--- src/rtl/d_ff_pkg.sv ---
// Shared definitions for the d_ff_pipeline delay line.
package d_ff_pkg;

  // Default data value loaded into every stage on reset or flush.
  localparam int DEFAULT_RESET_VAL = 0;

  // Width of the occupancy counter: it must hold every value from 0 to depth.
  function automatic int count_width(input int depth);
    return $clog2(depth + 1);
  endfunction

endpackage

--- src/rtl/d_ff_pipeline_if.sv ---
// Data/qualifier bus of the d_ff_pipeline delay line.
interface d_ff_pipeline_if
  import d_ff_pkg::*;
#(
  parameter int WIDTH = 1,
  parameter int DEPTH = 4
);
  localparam int CW = count_width(DEPTH);

  logic             en;
  logic             flush;
  logic [WIDTH-1:0] d;
  logic             d_valid;
  logic [WIDTH-1:0] q;
  logic             q_valid;
  logic [CW-1:0]    count;

  modport master (
    output en, flush, d, d_valid,
    input  q, q_valid, count
  );

  modport slave (
    input  en, flush, d, d_valid,
    output q, q_valid, count
  );
endinterface

--- src/rtl/d_ff_en_stage.sv ---
// One pipeline stage: register with async reset, sync clear and enable.
module d_ff_en_stage #(
  parameter int           W         = 2,
  parameter logic [W-1:0] RESET_VAL = '0
) (
  input  logic         clk,
  input  logic         rst,
  input  logic         i_clr,
  input  logic         i_en,
  input  logic [W-1:0] i_d,
  output logic [W-1:0] o_q
);
  logic [W-1:0] r_q;

  // Clear wins over enable; without either the stage holds.
  always_ff @(posedge clk or posedge rst) begin
    if (rst)        r_q <= RESET_VAL;
    else if (i_clr) r_q <= RESET_VAL;
    else if (i_en)  r_q <= i_d;
  end

  assign o_q = r_q;
endmodule

--- src/rtl/d_ff_pipeline.sv ---
// WIDTH-bit, DEPTH-stage clock-enabled delay line carrying a valid bit per
// stage, with a running count of valid stages in flight.
module d_ff_pipeline
  import d_ff_pkg::*;
#(
  parameter int               WIDTH     = 1,
  parameter int               DEPTH     = 4,
  parameter logic [WIDTH-1:0] RESET_VAL = WIDTH'(DEFAULT_RESET_VAL)
) (
  input logic             clk,
  input logic             rst,
  d_ff_pipeline_if.slave  bus
);
  localparam int CW = count_width(DEPTH);

  // Each stage stores {data, valid}; valid sits in bit 0.
  logic [WIDTH:0]   w_stage_q [DEPTH];
  logic [DEPTH-1:0] w_valid;
  logic [CW-1:0]    r_count;

  for (genvar g = 0; g < DEPTH; g++) begin : g_stage
    logic [WIDTH:0] w_stage_d;

    if (g == 0) begin : g_head
      assign w_stage_d = {bus.d, bus.d_valid};
    end else begin : g_body
      assign w_stage_d = w_stage_q[g-1];
    end

    d_ff_en_stage #(
      .W         (WIDTH + 1),
      .RESET_VAL ({RESET_VAL, 1'b0})
    ) u_stage (
      .clk   (clk),
      .rst   (rst),
      .i_clr (bus.flush),
      .i_en  (bus.en),
      .i_d   (w_stage_d),
      .o_q   (w_stage_q[g])
    );

    assign w_valid[g] = w_stage_q[g][0];
  end

  // Incremental occupancy: a valid entering adds one, a valid leaving the
  // last stage subtracts one. Range stays within 0..DEPTH by construction.
  always_ff @(posedge clk or posedge rst) begin
    if (rst)            r_count <= '0;
    else if (bus.flush) r_count <= '0;
    else if (bus.en)    r_count <= r_count + CW'(bus.d_valid) - CW'(w_valid[DEPTH-1]);
  end

  assign bus.q       = w_stage_q[DEPTH-1][WIDTH:1];
  assign bus.q_valid = w_valid[DEPTH-1];
  assign bus.count   = r_count;

  // The incremental counter must always agree with the valid bits it tracks.
  a_count_popcount: assert property (
    @(posedge clk) disable iff (rst) r_count == CW'($countones(w_valid))
  );
endmodule
--- src/flat_wrapper.sv ---
// flat-port wrapper written by rule: the top's interface ports become plain ports
module d_ff_pipeline_flat import d_ff_pkg::*;
#(
  parameter int               WIDTH     = 1,
  parameter int               DEPTH     = 4,
  parameter logic [WIDTH-1:0] RESET_VAL = WIDTH'(DEFAULT_RESET_VAL)
)
  (clk, rst, bus_en, bus_flush, bus_d, bus_d_valid, bus_q, bus_q_valid, bus_count);
  d_ff_pipeline_if #(.WIDTH(WIDTH), .DEPTH(DEPTH)) bus_i ();
  input logic clk;
  input logic rst;
  input wire logic [$bits(bus_i.en)-1:0] bus_en;
  input wire logic [$bits(bus_i.flush)-1:0] bus_flush;
  input wire logic [$bits(bus_i.d)-1:0] bus_d;
  input wire logic [$bits(bus_i.d_valid)-1:0] bus_d_valid;
  output wire logic [$bits(bus_i.q)-1:0] bus_q;
  output wire logic [$bits(bus_i.q_valid)-1:0] bus_q_valid;
  output wire logic [$bits(bus_i.count)-1:0] bus_count;
  assign bus_i.en = bus_en;
  assign bus_i.flush = bus_flush;
  assign bus_i.d = bus_d;
  assign bus_i.d_valid = bus_d_valid;
  assign bus_q = bus_i.q;
  assign bus_q_valid = bus_i.q_valid;
  assign bus_count = bus_i.count;
  d_ff_pipeline #(.WIDTH(WIDTH), .DEPTH(DEPTH), .RESET_VAL(RESET_VAL)) u_core (.clk(clk), .rst(rst), .bus(bus_i));
endmodule
--- config.mk ---
export PLATFORM = sky130hd
export DESIGN_NAME = d_ff_pipeline_flat
export DESIGN_NICKNAME = d
export VERILOG_FILES = /design/src/rtl/d_ff_pkg.sv /design/src/rtl/d_ff_pipeline_if.sv /design/src/rtl/d_ff_en_stage.sv /design/src/rtl/d_ff_pipeline.sv /design/src/flat_wrapper.sv
export SDC_FILE = /design/constraint.sdc
export NUM_CORES = 1
export LEC_CHECK = 0
export CELL_PAD_IN_SITES_DETAIL_PLACEMENT = 1
export CELL_PAD_IN_SITES_GLOBAL_PLACEMENT = 1
export CORE_AREA = 2 2 39 41
export CTS_BUF_LIST = sky130_fd_sc_hd__clkbuf_4 sky130_fd_sc_hd__clkbuf_8
export DETAILED_ROUTE_END_ITERATION = 8
export DIE_AREA = 0 0 41 43
export PLACE_DENSITY = 0.74
export RECOVER_POWER = 100
export SLEW_MARGIN = 20
export SYNTH_ARGS = -nofsm -noshare
export SYNTH_HDL_FRONTEND = slang
export SYNTH_SLANG_ARGS = --single-unit
--- constraint.sdc ---
create_clock -name clk -period 5.75 [get_ports clk]
set_clock_uncertainty 0.15 [all_clocks]
set_input_delay 1.15 -clock clk [delete_from_list [all_inputs] [get_ports clk]]
set_output_delay 1.15 -clock clk [all_outputs]
set_load 0.02 [all_outputs]
After elaboration in Yosys (flattened, before gate mapping) --
Index checks and enable logic that the tools add are counted.
Word-level totals: output and inout bits 5, register bits 11, input port bits 6
Operators by class: reduce and logical (&&, ||, !) cells 1, multiplexer cells 10, add/subtract/negate cells 2
Operators with widths (number):
- 2-bit two-way mux | 8
- 3-bit two-way mux | 2
- 3-bit by 1-bit adder with 3-bit output | 1
- 3-bit by 1-bit subtractor with 3-bit output | 1
- 2-bit nonzero test | 1

Logic depth before layout (Yosys ltp) --
Gate-level depths: netlist (run 1).
depth in word-level cells 4, gate-level depth with buffers 9

By module --
Synthesis (run 1) repeated with hierarchy kept, for this count alone.
Unflattened totals: cells, all modules 47, area, all modules 518.0 um^2
By module, submodules not included:
- d_ff_en_stage | cells an instance 7, sequential area each 50.0 um^2, area each 81.3 um^2, instances 4
- d_ff_pipeline | cells an instance 19, sequential area each 75.1 um^2, area each 192.7 um^2, instances 1

Worst setup path before layout (run 1) --
No wires, ideal clock.
path type in2reg, start point input bus_d_valid, end point register u_core.r_count[2] (netlist: u_core.bus.count[2]), data arrival time 2.117 ns, path slack 3.363 ns, stages 6, setup time 0.120 ns, path buffers 0, cell sequence ha_1 -> inv_1 -> fa_1 -> xor2_1 -> a21oi_1 -> a31o_2
On the way: word-level cells in the longest chain between the ends 4
RTL lines:
- from (decl) | line flat_wrapper.sv:15 | input wire logic [$bits(bus_i.d_valid)-1:0] bus_d_valid;
- 3-bit by 1-bit adder with 3-bit output | line d_ff_pipeline.sv:50 | else if (bus.en) r_count <= r_count + CW'(bus.d_valid) - CW'(w_valid[DEPTH-1]);
- 3-bit by 1-bit subtractor with 3-bit output | line d_ff_pipeline.sv:50
- 3-bit two-way mux | line d_ff_pipeline.sv:50
- 3-bit two-way mux | line d_ff_pipeline.sv:49 | else if (bus.flush) r_count <= '0;
- to (signal assigned) | line d_ff_pipeline.sv:50
- to (decl) | line d_ff_pipeline.sv:19 | logic [CW-1:0] r_count;
Every way passes these cells. The select of a mux whose other input is x is not followed. A chain may end at the register's enable or synchronous reset.

Worst setup path in the final report (run 1) --
Same ends and word-level chain as after synthesis.

==> metrics, run 1 <==
All-Layer GR Usage=about an eighth; Die X=41 um; HP Class=reg -> reg; Pleak=0.348 nW; post-cts resize count=0; Clock Latency Late Sink=around 0.27 ns; final hold slack=0.374 ns; cts bufs inserted=3; Worst-Margin Slew=0.635 ns; crit path max-delay cell type=dlygate4sd3_1; Die H=43 um; Final ANT Viol Nets=0; Root Driver=clkbuf_4; port buffer count=10; Cells after Synth=45; vias in the first global route=335; Hold Vio Cnt, Final=0; Post-CTS Hold Buffers=0; first-pass GRT wire length=1.37 mm; Final nets=67; I/O pin cnt=11; Site Rows=14; CP Cell Sequence=dlygate4sd3_1 -> ha_1 -> inv_1 -> fa_1 -> xor2_1 -> a21oi_1 -> a31o_2; synthesized area=524 sq um; setup TNS=0 ns; die area=1760 sq um; Crit Path Max Fanout=2; outcome=finished clean; share of layout cells above drive strength 1=approximately 9%; crit path launch type=input pin; number of remaining DRC errors=0; via count=338; grt ovf=0; PwrDens=about 250 nW/um^2; 1st-iter DRT viols=5; final WL=870 um; post-DR vias/cell=4.63; Yosys cell types=13; max frequency=359 MHz; drt pass-1 iters=3; RSZ-0062 raised after global routing=no; DP HPWL=639 um; TritonCTS clock tree=done; Worst Setup End Kind=flop; Final Setup Violations=0; Slew HR=57.6%; Starting Density=37.9%; largest net degree at the start of global routing=14; Critical Path AT=2.80 ns; core area=1380 sq um; max capacitance violation total=0; syn avg cell area=11.7 sq um; Max clock buf depth=2; Synth warnings=0; CP required=5.76 ns; crit path time final=approximately 2.8 ns; final worst path period share=48.5%; Worst VDD drop=roughly 0.00013 V; register area share after synthesis=52.5%; DR WL/cell=11.9 um; area grow syn2layout=24.6%; post-CTS setup buffer count=0; H-tree level count=1; Clock Sinks=11; Antenna diodes=0; CP max stage delay=around 0.55 ns; Placer Congestion=0.642; antenna violations before repair=0; Yosys reg bits=11; syn_nets=54; fin. max-slew vios=0; critical path class=in -> reg; Fill cells=158; clock-pin slew on the worst setup and hold paths=around 0.070 ns
## power by group
group | internal, mW | total, mW | switching (mW)
Clock | 0.0316 | 0.0568 | 0.0252
Combinational | 0.0112 | 0.0237 | 0.0125
Sequential | 0.0808 | 0.0833 | 0.00248
Total | 0.124 | 0.164 | 0.0402
## cell usage in the layout (no fill, tap or decap)
master | synthesis | layout
nor2_1 | 11 | 11
dfrtp_1 | 11 | 11
mux2i_1 | 9 | 9
dlygate4sd3_1 | 0 | 8
inv_1 | 4 | 4
clkbuf_4 | 0 | 4
ha_1 | 2 | 2
clkdlybuf4s50_1 | 0 | 2
a211oi_1 | 0 | 1
xor2_1 | 1 | 1
nand2b_1 | 1 | 1
a21oi_1 | 1 | 1
a31o_2 | 1 | 1
fa_1 | 1 | 1
## cell type report
type | count | area, sq um | area share, %
multi-input cells | 28 | 213 | 32.6
inverters | 4 | 15.0 | 2.30
well taps | 16 | 20.0 | 3.07
clock buffers | 4 | 30.0 | 4.60
repair buffers | 10 | 100 | 15.3
flip-flops and latches | 11 | 275 | 42.1
## flip-flops by register name, indices dropped and copies added (netlist names)
| signal | count |
|---|---|
| u_core.bus.count | 3 |
| u_core.g_stage.u_stage.o_q | 8 |
## layer usage
metal / up-vias / routed length (um) / track usage (%)
met5: - / 0 / 0
met4: 0 / 25 / 14.0
met3: 4 / 42 / 3.14
met2: 11 / 377 / 17.8
met1: 153 / 424 / 13.7
li1: 170 / - / -
## worst max-delay path: cells and delay by family
family,cells,cell delay [ns]
buf+inv,2,0.60
fa+ha+maj,2,0.51
compound gates,2,0.33
xor+xnor,1,0.20
## logic make-up after synthesis
logic type	after synthesis	synth area share, %
multiplexers	9	17.2
buffers and inverters	6	5.96
adder cells (fa/ha/maj)	3	8.59
AO/OA/AOI/OAI	3	5.01
flip-flops	11	52.5
AND/OR/NAND/NOR	12	9.07
XOR/XNOR	1	1.67
## worst paths after layout
path | startpoint | end | cells after the start | slack, ns
worst max-delay path | bus_d_valid | u_core.bus.count[2] | 7 | 2.96
max in group asynchronous | rst | u_core.g_stage[3].u_stage.o_q[1] | 2 | 4.02
min in group asynchronous | rst | u_core.g_stage[1].u_stage.o_q[0] | 2 | 1.15
worst min-delay path | u_core.g_stage[3].u_stage.o_q[1] | u_core.g_stage[3].u_stage.o_q[1] | 2 | 0.37
worst max register to register | u_core.bus.count[0] | u_core.bus.count[2] | 9 | 3.67
worst min register to register | u_core.g_stage[3].u_stage.o_q[1] | u_core.g_stage[3].u_stage.o_q[1] | 2 | 0.37
## synthesized netlist by cell type
library cell	count	area, sq um
mux2i_1	9	90.1
buf_2	1	5.00
a31o_2	1	8.76
nand2b_1	1	6.26
xor2_1	1	8.76
fa_1	1	20.0
buf_6	1	11.3
a211oi_2	1	12.5
inv_1	4	15.0
a21oi_1	1	5.00
ha_1	2	25.0
dfrtp_1	11	275
nor2_1	11	41.3
## through the flow
stage / power [mW] / instance area (sq um) / cells / worst slack (ns) / util [%]
2_1_floorplan: 0.101 / 524 / 45 / 3.36 / -
3_3_place_gp: 0.111 / 628 / 69 / 2.74 / 45.4
3_5_place_dp: 0.111 / 628 / 69 / 2.73 / 45.4
4_1_cts: 0.170 / 658 / 73 / 3.02 / 47.6
5_1_grt: 0.174 / 653 / 73 / 2.86 / 47.2
6_report: 0.164 / 653 / 73 / 2.96 / 47.2
No activity file was read; power rests on OpenSTA's default activity.
==> run 2, diff against run 1 <==
- CORE_AREA: 2 2 39 41 -> not set
- CORE_UTILIZATION: not set -> 36
- DIE_AREA: 0 0 41 43 -> not set
- PLACE_DENSITY: 0.74 -> 0.71
- clock period: 5.75 -> 2.5 ns (I/O delays scaled with it)
==> run 2 against run 1 <==
Effect of this change:
- combinational power grew 140%
- utilization up 1.7 points
- via count increased by 4.4%
- global-route usage rose by 2.8 points
- non-clock buffer count unchanged
- sequential share of layout area rose by 0.081 points
- die area fell by 8.5%
- first-iteration DRC count grew 20%
- sequential power grew 130%
- register-to-register slack worse by 3.3 ns
==> metrics, run 2 (same netlist as run 1, synthesis figures left out) <==
final worst path period share=83.8%; TritonCTS clock tree=done; Hold Vio Cnt, Final=0; Die X=40.2 um; grt ovf=0; crit path time final=2.09 ns; Final Setup Violations=0; die area=1610 sq um; area grow syn2layout=24.3%; antenna violations before repair=0; number of remaining DRC errors=0; Clock Latency Late Sink=0.26 ns; HP Class=reg -> reg; Worst Setup End Kind=flop; port buffer count=10; vias in the first global route=~370; outcome=finished clean; Final ANT Viol Nets=0; global-route track usage on met3=1.67%; cts bufs inserted=3; placed cell area=627 sq um; largest net degree at the start of global routing=14; H-tree level count=1; FF-to-FF Start=u_core.bus.count[0]; core area=roughly 1300 sq um; share of layout cells above drive strength 1=about 9%; DR WL/cell=13.8 um; Worst VDD drop=0.000335 V; Finished Core Util=about half; max capacitance violation total=0; max reg flops=8; met2 Track Usage GR=~25%; Antenna diodes=0; min setup slack post-route=about 0.41 ns; RSZ-0062 raised after global routing=no; critical path class=in -> reg; Pleak=roughly 0.35 nW; 1st-iter DRT viols=6; pre-CTS setup slack=0.120 ns; drt pass-1 iters=2; Critical Path AT=2.10 ns; Post-CTS Hold Buffers=0; Critical Path Start=bus_d_valid; via count=353; Placer Congestion=between 0.7 and 0.8; busiest metal layer after global routing=met2; Final nets=67; Post-Layout Inst Area=652 sq um; All-Layer GR Usage=between 10% and 20%; post-DR vias/cell=between 4 and 5; DP HPWL=725 um; post-CTS setup buffer count=0; Die H=40.2 um; I/O pin cnt=11; final hold slack=between 0.3 and 0.4 ns; PwrDens=577 nW/um^2; crit path launch type=input pin; setup TNS=0 ns; Crit Path Max Fanout=2; post-cts resize count=0; min-delay src=u_core.g_stage[1].u_stage.o_q[0]; Clock Sinks=11; Root Driver=clkbuf_4; clock-pin slew on the worst setup and hold paths=roughly 0.070 ns; fin. max-slew vios=0; Slew HR=55.6%; CP required=2.50 ns; GR Layer Usage met1=19.1%; Worst-Margin Slew=~0.66 ns; Starting Density=39.3%; most frequent cells in the layout=11 x nor2_1, 11 x dfrtp_1, 9 x mux2i_1; first-pass GRT wire length=1.56 mm; final WL=~1000 um; max frequency=478 MHz; Site Rows=13; Max clock buf depth=2
run 2: changes by cell type in the layout (fill, tap and decap cells not counted), sizes merged:
cell           delta
clkdlybuf4s50     +1
dlygate4sd3       -1
run 2: where the power goes:
part	leakage [nW]	total [mW]	internal, mW	switching (mW)
clock network	0.0184	0.128	0.0724	0.0560
logic	0.179	0.0561	0.0261	0.0300
registers	0.150	0.192	0.186	0.00594
total	0.347	0.376	0.284	0.0919
run 2: cell type report:
cell class	count	area (sq um)
inverters	4	15.0
clock buffers	4	30.0
well taps	15	18.8
multi-input cells	28	213
flip-flops and latches	11	275
fillers	143	682
repair buffers	10	100
run 2: per-layer routing:
layer	wire length [um]	up-vias	part of all wire, %
li1	-	171	-
met1	460	172	46
met2	480	8	48
met3	38	2	3.8
met4	14	0	1.4
met5	0	-	0
run 2: path summary, 6_finish.rpt:
| kind | to | slack, ns | cells past startpoint |
|---|---|---|---|
| worst min-delay path | u_core.g_stage[2].u_stage.o_q[0] | 0.38 | 2 |
| worst min register to register | u_core.g_stage[2].u_stage.o_q[0] | 0.38 | 2 |
| min in group asynchronous | u_core.g_stage[2].u_stage.o_q[1] | 0.51 | 2 |
| max in group asynchronous | u_core.bus.count[0] | 1.41 | 2 |
| worst max-delay path | u_core.bus.count[2] | 0.41 | 7 |
| worst max register to register | u_core.bus.count[2] | 0.41 | 9 |
run 2: critical path, cell delays in order:
cell and delay, ns:
clkdlybuf4s50_1 0.49, ha_1 0.16, inv_1 0.05, fa_1 0.37, xor2_1 0.20, a21oi_1 0.09, a31o_2 0.24
run 2: per-stage QoR:
stage / power (mW) / std cells
2_1_floorplan: 0.231 / 45
3_3_place_gp: 0.251 / 68
3_5_place_dp: 0.256 / 68
4_1_cts: 0.386 / 72
5_1_grt: 0.398 / 72
6_report: 0.376 / 72
==> run 3, diff against run 2 <==
- clock period: 2.5 -> 1.9 ns (I/O delays scaled with it)
==> run 3 against run 2 <==
Effect of this change:
- power grew 36%
- highest routed layer unchanged
- the flow now finishes with violations (setup timing)
- setup slack lost 0.45 ns
- utilization grew 4.8 points
- global-route usage grew 0.33 points
==> metrics, run 3 (same netlist as run 1, synthesis figures left out) <==
most frequent cells in the layout=11 x nor2_1, 9 x mux2i_1, 9 x dfrtp_1; Critical Path AT=1.95 ns; vias in the first global route=354; All-Layer GR Usage=15.8%; die area=1610 sq um; FF-to-FF Start=u_core.g_stage[3].u_stage.o_q[0]; worst reg2reg path endpoint=u_core.bus.count[2]; final WL=1.08 mm; TritonCTS clock tree=done; first-pass GRT wire length=between 1.5 and 2 mm; crit path time final=roughly 1.9 ns; critical path buffer and inverter count=2; Worst-Margin Slew=0.388 ns; Hold Path Stages=2; cts bufs inserted=3; Die H=40.2 um; post-CTS setup buffer count=0; core area=approximately 1300 sq um; fin. max-slew vios=0; Post-CTS Hold Buffers=0; Hold Vio Cnt, Final=0; antenna violations before repair=0; overall power=approximately 0.5 mW; area grow syn2layout=36.5%; Site Rows=13; switching portion of total power=24.8%; Post-Layout Cell Count=76; Internal Power=0.384 mW; grt ovf=0; Reg power frac=49.8%; DR WL/cell=14.2 um; Placed Cells incl. Taps=72; final hold slack=roughly 0.37 ns; min setup slack post-route=-0.0466 ns; post-DR vias/cell=~5; CP Cell Sequence=ha_4 -> inv_2 -> ha_4 -> inv_2 -> fa_2 -> xor2_2 -> a21oi_1 -> a31o_2; Pleak=roughly 0.36 nW; Fill cells=~140; Starting Density=39.3%; Final nets=71; DP HPWL=751 um; Root Driver=clkbuf_4; Max clock buf depth=2; Worst path top cell family by delay=adder cells; clock-pin slew on the worst setup and hold paths=0.06 ns; I/O pin cnt=11; Hold Path Sink=u_core.g_stage[3].u_stage.o_q[1]; R2R depth=8; Die X=40.2 um; outcome=complete, but fails checks; Worst Setup End Kind=flop; Placer Congestion=around 0.62; max reg flops=8; most common cell after layout, fill and taps aside=nor2_1; final worst path period share=102%; CP max stage delay=0.44 ns; Clock Sinks=11; port buffer count=10; max frequency=about 500 MHz; Clock Latency Late Sink=0.26 ns; HP Class=reg -> reg; crit path max-delay cell type=dfrtp_2; H-tree level count=1; Slew HR=74.1%; R2R Setup Slk=-0.05 ns; number of remaining DRC errors=0; crit path launch type=flop; RSZ-0062 raised after global routing=yes; drt pass-1 iters=4; Switch Pwr=0.127 mW; 1st-iter DRT viols=2; CP required=approximately 1.9 ns; via count=369; Final ANT Viol Nets=0; largest net degree at the start of global routing=14; min-delay src=u_core.g_stage[3].u_stage.o_q[1]; Antenna diodes=0; share of layout cells above drive strength 1=31.1%; Post-Layout Inst Area=716 sq um; clock share of power=approximately a third; placed cell area=662 sq um; failing checks=setup timing; Worst VDD drop=0.000324 V; Crit Path Max Fanout=2; Final Setup Violations=1; max capacitance violation total=0; PwrDens=714 nW/um^2; Comb pwr share=between 15 and 20%; critical path class=reg -> reg
-- run 3: cell count changes in the layout (fill, tap and decap cells not counted), moves of 3 or more --
cell	before	now
inv_2	0	3
dlygate4sd3_1	7	3
inv_1	4	1
buf_4	0	3
-- run 3: how the worst max path moves through the flow --
| stage | startpoint | to | slack, ns | depth (start not counted) |
|---|---|---|---|---|
| detailed placement | bus_d_valid | u_core.bus.count[2] | -0.28 | 7 |
| global route | u_core.bus.count[0] | u_core.bus.count[2] | -0.10 | 9 |
| CTS | u_core.g_stage[3].u_stage.o_q[0] | u_core.bus.count[2] | -0.06 | 8 |
| global placement | bus_d_valid | u_core.bus.count[2] | -0.20 | 7 |
| finish | u_core.g_stage[3].u_stage.o_q[0] | u_core.bus.count[2] | -0.05 | 8 |
| floorplan | u_core.bus.count[0] | u_core.bus.count[2] | -0.07 | 9 |
-- run 3: final cells by class --
class	instances	area [sq um]	area share, %
clock buffers	4	30.0	4.20
inverters	4	15.0	2.10
multi-input cells	28	253	35.3
flip-flops and latches	11	278	38.8
well taps	15	18.8	2.62
repair buffers	14	121	17.0
-- run 3: through the flow --
step / setup TNS (ns) / setup slack, ns / utilization [%]
2_1_floorplan: -0.0706 / -0.0706 / -
3_3_place_gp: -0.222 / -0.205 / 49.6
3_5_place_dp: -0.358 / -0.285 / 49.6
4_1_cts: -0.0645 / -0.0645 / 54.1
5_1_grt: -0.101 / -0.101 / 53.7
6_report: -0.0466 / -0.0466 / 53.7
-- run 3: metal layers --
layer	routed length (um)	global-route usage (%)	share of wire, %
met3	45	5.00	4.2
met1	466	17.6	43
met2	546	27.0	51
met4	22	7.76	2.0
met5	0	0	0
-- run 3: worst register-to-register path: cells and delay by family (launching register included) --
kind,cells,cell delay [ns]
AOI/OAI and AO/OA,2,0.30
xor gates and xnor gates,1,0.16
adders and majority gates,3,0.71
buffers and inverters,2,0.09
DFF,1,0.44
-- run 3: repair_timing --
item | in CTS | in global routing
pin swaps | 3 | 2
resized for setup | 8 | 1
endpoints found under the setup margin | 1 | 2
-- run 3: power groups by stage --
stage                     clock, mW  combinational (mW)  sequential (mW)
final                         0.167              0.0900            0.254
after global routing          0.186              0.0985            0.256
after CTS                     0.178              0.0935            0.254
after detailed placement          0              0.0862            0.258
after global placement            0              0.0813            0.256
after floorplan                   0              0.0421            0.264
==> patch (config.mk and constraints of run 2) <==
Reset style: synchronous (`rst`), changed in 2 clocked blocks. Comments in the files are not updated.
--- a/src/rtl/d_ff_en_stage.sv
+++ b/src/rtl/d_ff_en_stage.sv
@@ -13,7 +13,7 @@
   logic [W-1:0] r_q;
 
   // Clear wins over enable; without either the stage holds.
-  always_ff @(posedge clk or posedge rst) begin
+  always_ff @(posedge clk) begin
     if (rst)        r_q <= RESET_VAL;
     else if (i_clr) r_q <= RESET_VAL;
     else if (i_en)  r_q <= i_d;
--- a/src/rtl/d_ff_pipeline.sv
+++ b/src/rtl/d_ff_pipeline.sv
@@ -44,7 +44,7 @@
 
   // Incremental occupancy: a valid entering adds one, a valid leaving the
   // last stage subtracts one. Range stays within 0..DEPTH by construction.
-  always_ff @(posedge clk or posedge rst) begin
+  always_ff @(posedge clk) begin
     if (rst)            r_count <= '0;
     else if (bus.flush) r_count <= '0;
     else if (bus.en)    r_count <= r_count + CW'(bus.d_valid) - CW'(w_valid[DEPTH-1]);
Function: differs if rst is asserted again (counterexample within 4 cycles, from zero or initial values and one cycle with rst high); with rst held inactive, the same outputs for 10 cycles.
==> patch against run 2 <==
Design area decreased by 7.9%. Largest power group unchanged. Wire length is 11% lower. Total power shrank 8.8%. Critical path type is now register to primary output. Setup slack better by 67 ps. Sequential cell count stayed put. Synthesized area down 8.4%. Cell count fell by 1.4%. Via count decreased by 6.2%. Maximum frequency rose by 3.3%.
==> patch: results (changes against run 2) <==
XOR/XNOR share of the synthesized area 1.82% (+0.15 points); multiplexer area fraction after synthesis 18.8% (+1.6 points); worst r2r dst u_core.bus.count[2]; # port buffers 10 (unchanged); Total GRT Usage 17.1% (+1.6 points); placed cell areas 576 um^2 (-8.2%); CTS resizes 0 (unchanged); cells on worst reg2reg path 9 (unchanged); vias in the first global route 358 (-2.2%); setup ws final 472 ps (+66.6 ps); register area share after synthesis 45.8% (-6.7 points); Lkg Pwr 0.276 nW (-21%); Initial DRT Pass Iterations 1 (-1); syn avg cell area 10.7 um^2 (-8.4%); # placed instances 67 (-1.5%); Max stage delay on crit path 700 ps (+210 ps); slowest CP cell dlygate4sd3_1; number of flip-flops in the largest register 8 (unchanged); FILL cells 137 (-4.2%); reg2reg start u_core.bus.count[0]; Peak VDD IR 0.350 mV (+4.4%); critical path startpoint u_core.bus.count[1]; total CTS buffers 3 (unchanged); DP HPWL 704 um (-2.9%); synth unique cells 12 (-1); DR vias 331 (-6.2%); first-pass GRT wire length 1570 um (+0.45%); outcome finished clean; post-synthesis compound-gate area fraction 5.99% (+0.98 points); Post-synth ARST share 0% (-100 points); Vias/cell 4.66 (-4.9%); Setup WS pre-CTS 189 ps (+68.8 ps); flop-to-flop setup slack 480 ps (+70 ps); Total Wirelength 881 um (-11%); post-synthesis adder-cell area fraction 9.38% (+0.78 points); relative slew slack 57.3% (+1.7 points); Commonest cells post-synth 11 x dfxtp_1, 11 x nor2_1, 9 x mux2i_1; synth top area cells dfxtp_1 46%, mux2i_1 19%, nor2_1 8.6%, ha_1 5.2%, buf_6 4.7%; WHS Path Cells 2 (unchanged); GPL Wtd Cong 0.622 (-12%); initial DRC count 0 (-6); Worst Hold End u_core.g_stage[1].u_stage.o_q[1]; CP Data Arrival Time 1380 ps (-720 ps); Internal Power 0.000268 W (-5.8%); Max FO, Critical Path 4 (+2); HP Start u_core.g_stage[1].u_stage.o_q[1]; post-route antenna net violation count 0 (unchanged)
-- patch: cell count changes in the layout (fill, tap and decap cells not counted), sizes merged --
cell | before | now
dlygate4sd3 | 7 | 6
dfrtp | 11 | 0
or2 | 0 | 1
clkdlybuf4s50 | 3 | 4
a21oi | 1 | 0
a211oi | 1 | 2
dfxtp | 0 | 11
nand2b | 1 | 0
-- patch: cell type report --
type	instances	area (um^2)	share of cell area [%]
Clock buffer	4	30.0	5.00
Tap cell	14	17.5	2.92
Timing Repair Buffer	10	100	16.7
Multi-Input combinational cell	28	218	36.3
Sequential cell	11	220	36.7
Inverter	4	15.0	2.50
-- patch: kinds of logic after synthesis --
logic type               after synthesis
AND/OR/NAND/NOR                       12
flip-flops                            11
multiplexers                           9
buffers and inverters                  6
AO/OA/AOI/OAI                          3
adder cells (fa/ha/maj)                3
XOR/XNOR                               1
-- patch: tightest hold or removal path, delay by kind of cell, from the launching register on --
kind             cells  cell delay [ps]
multiplexers         1               60
AND/OR/NAND/NOR      1               70
flip-flops           1              330
-- patch: metal layers --
| layer | track usage [%] | up-vias | wire length, um |
|---|---|---|---|
| met2 | 26.7 | 7 | 441 |
| li1 | - | 171 | - |
| met4 | 12.9 | 0 | 24 |
| met1 | 18.1 | 150 | 373 |
| met5 | 0 | - | 0 |
| met3 | 6.98 | 3 | 41 |
-- patch: per-stage QoR --
stage	hold WS, ps	utilization, %
finish	350	51.3
global route	384	51.3
CTS	360	51.7
detailed placement	344	49.1
global placement	322	49.1
floorplan	310	-
-- patch: worst max path at each step --
stage / endpoint / cells past startpoint
global route: u_core.bus.count[2] / 9
floorplan: u_core.bus.count[2] / 9
CTS: u_core.bus.count[2] / 9
global placement: u_core.bus.count[2] / 7
detailed placement: u_core.bus.count[2] / 7
finish: bus_count[1] / 1
-- patch: power groups by stage --
stage	registers (W)	clock network, W	logic, W
global route	0.000181	0.000144	0.0000367
detailed placement	0.000184	0	0.0000347
finish	0.000180	0.000131	0.0000323
floorplan	0.000186	0	0.0000206
CTS	0.000180	0.000137	0.0000347
global placement	0.000184	0	0.0000327
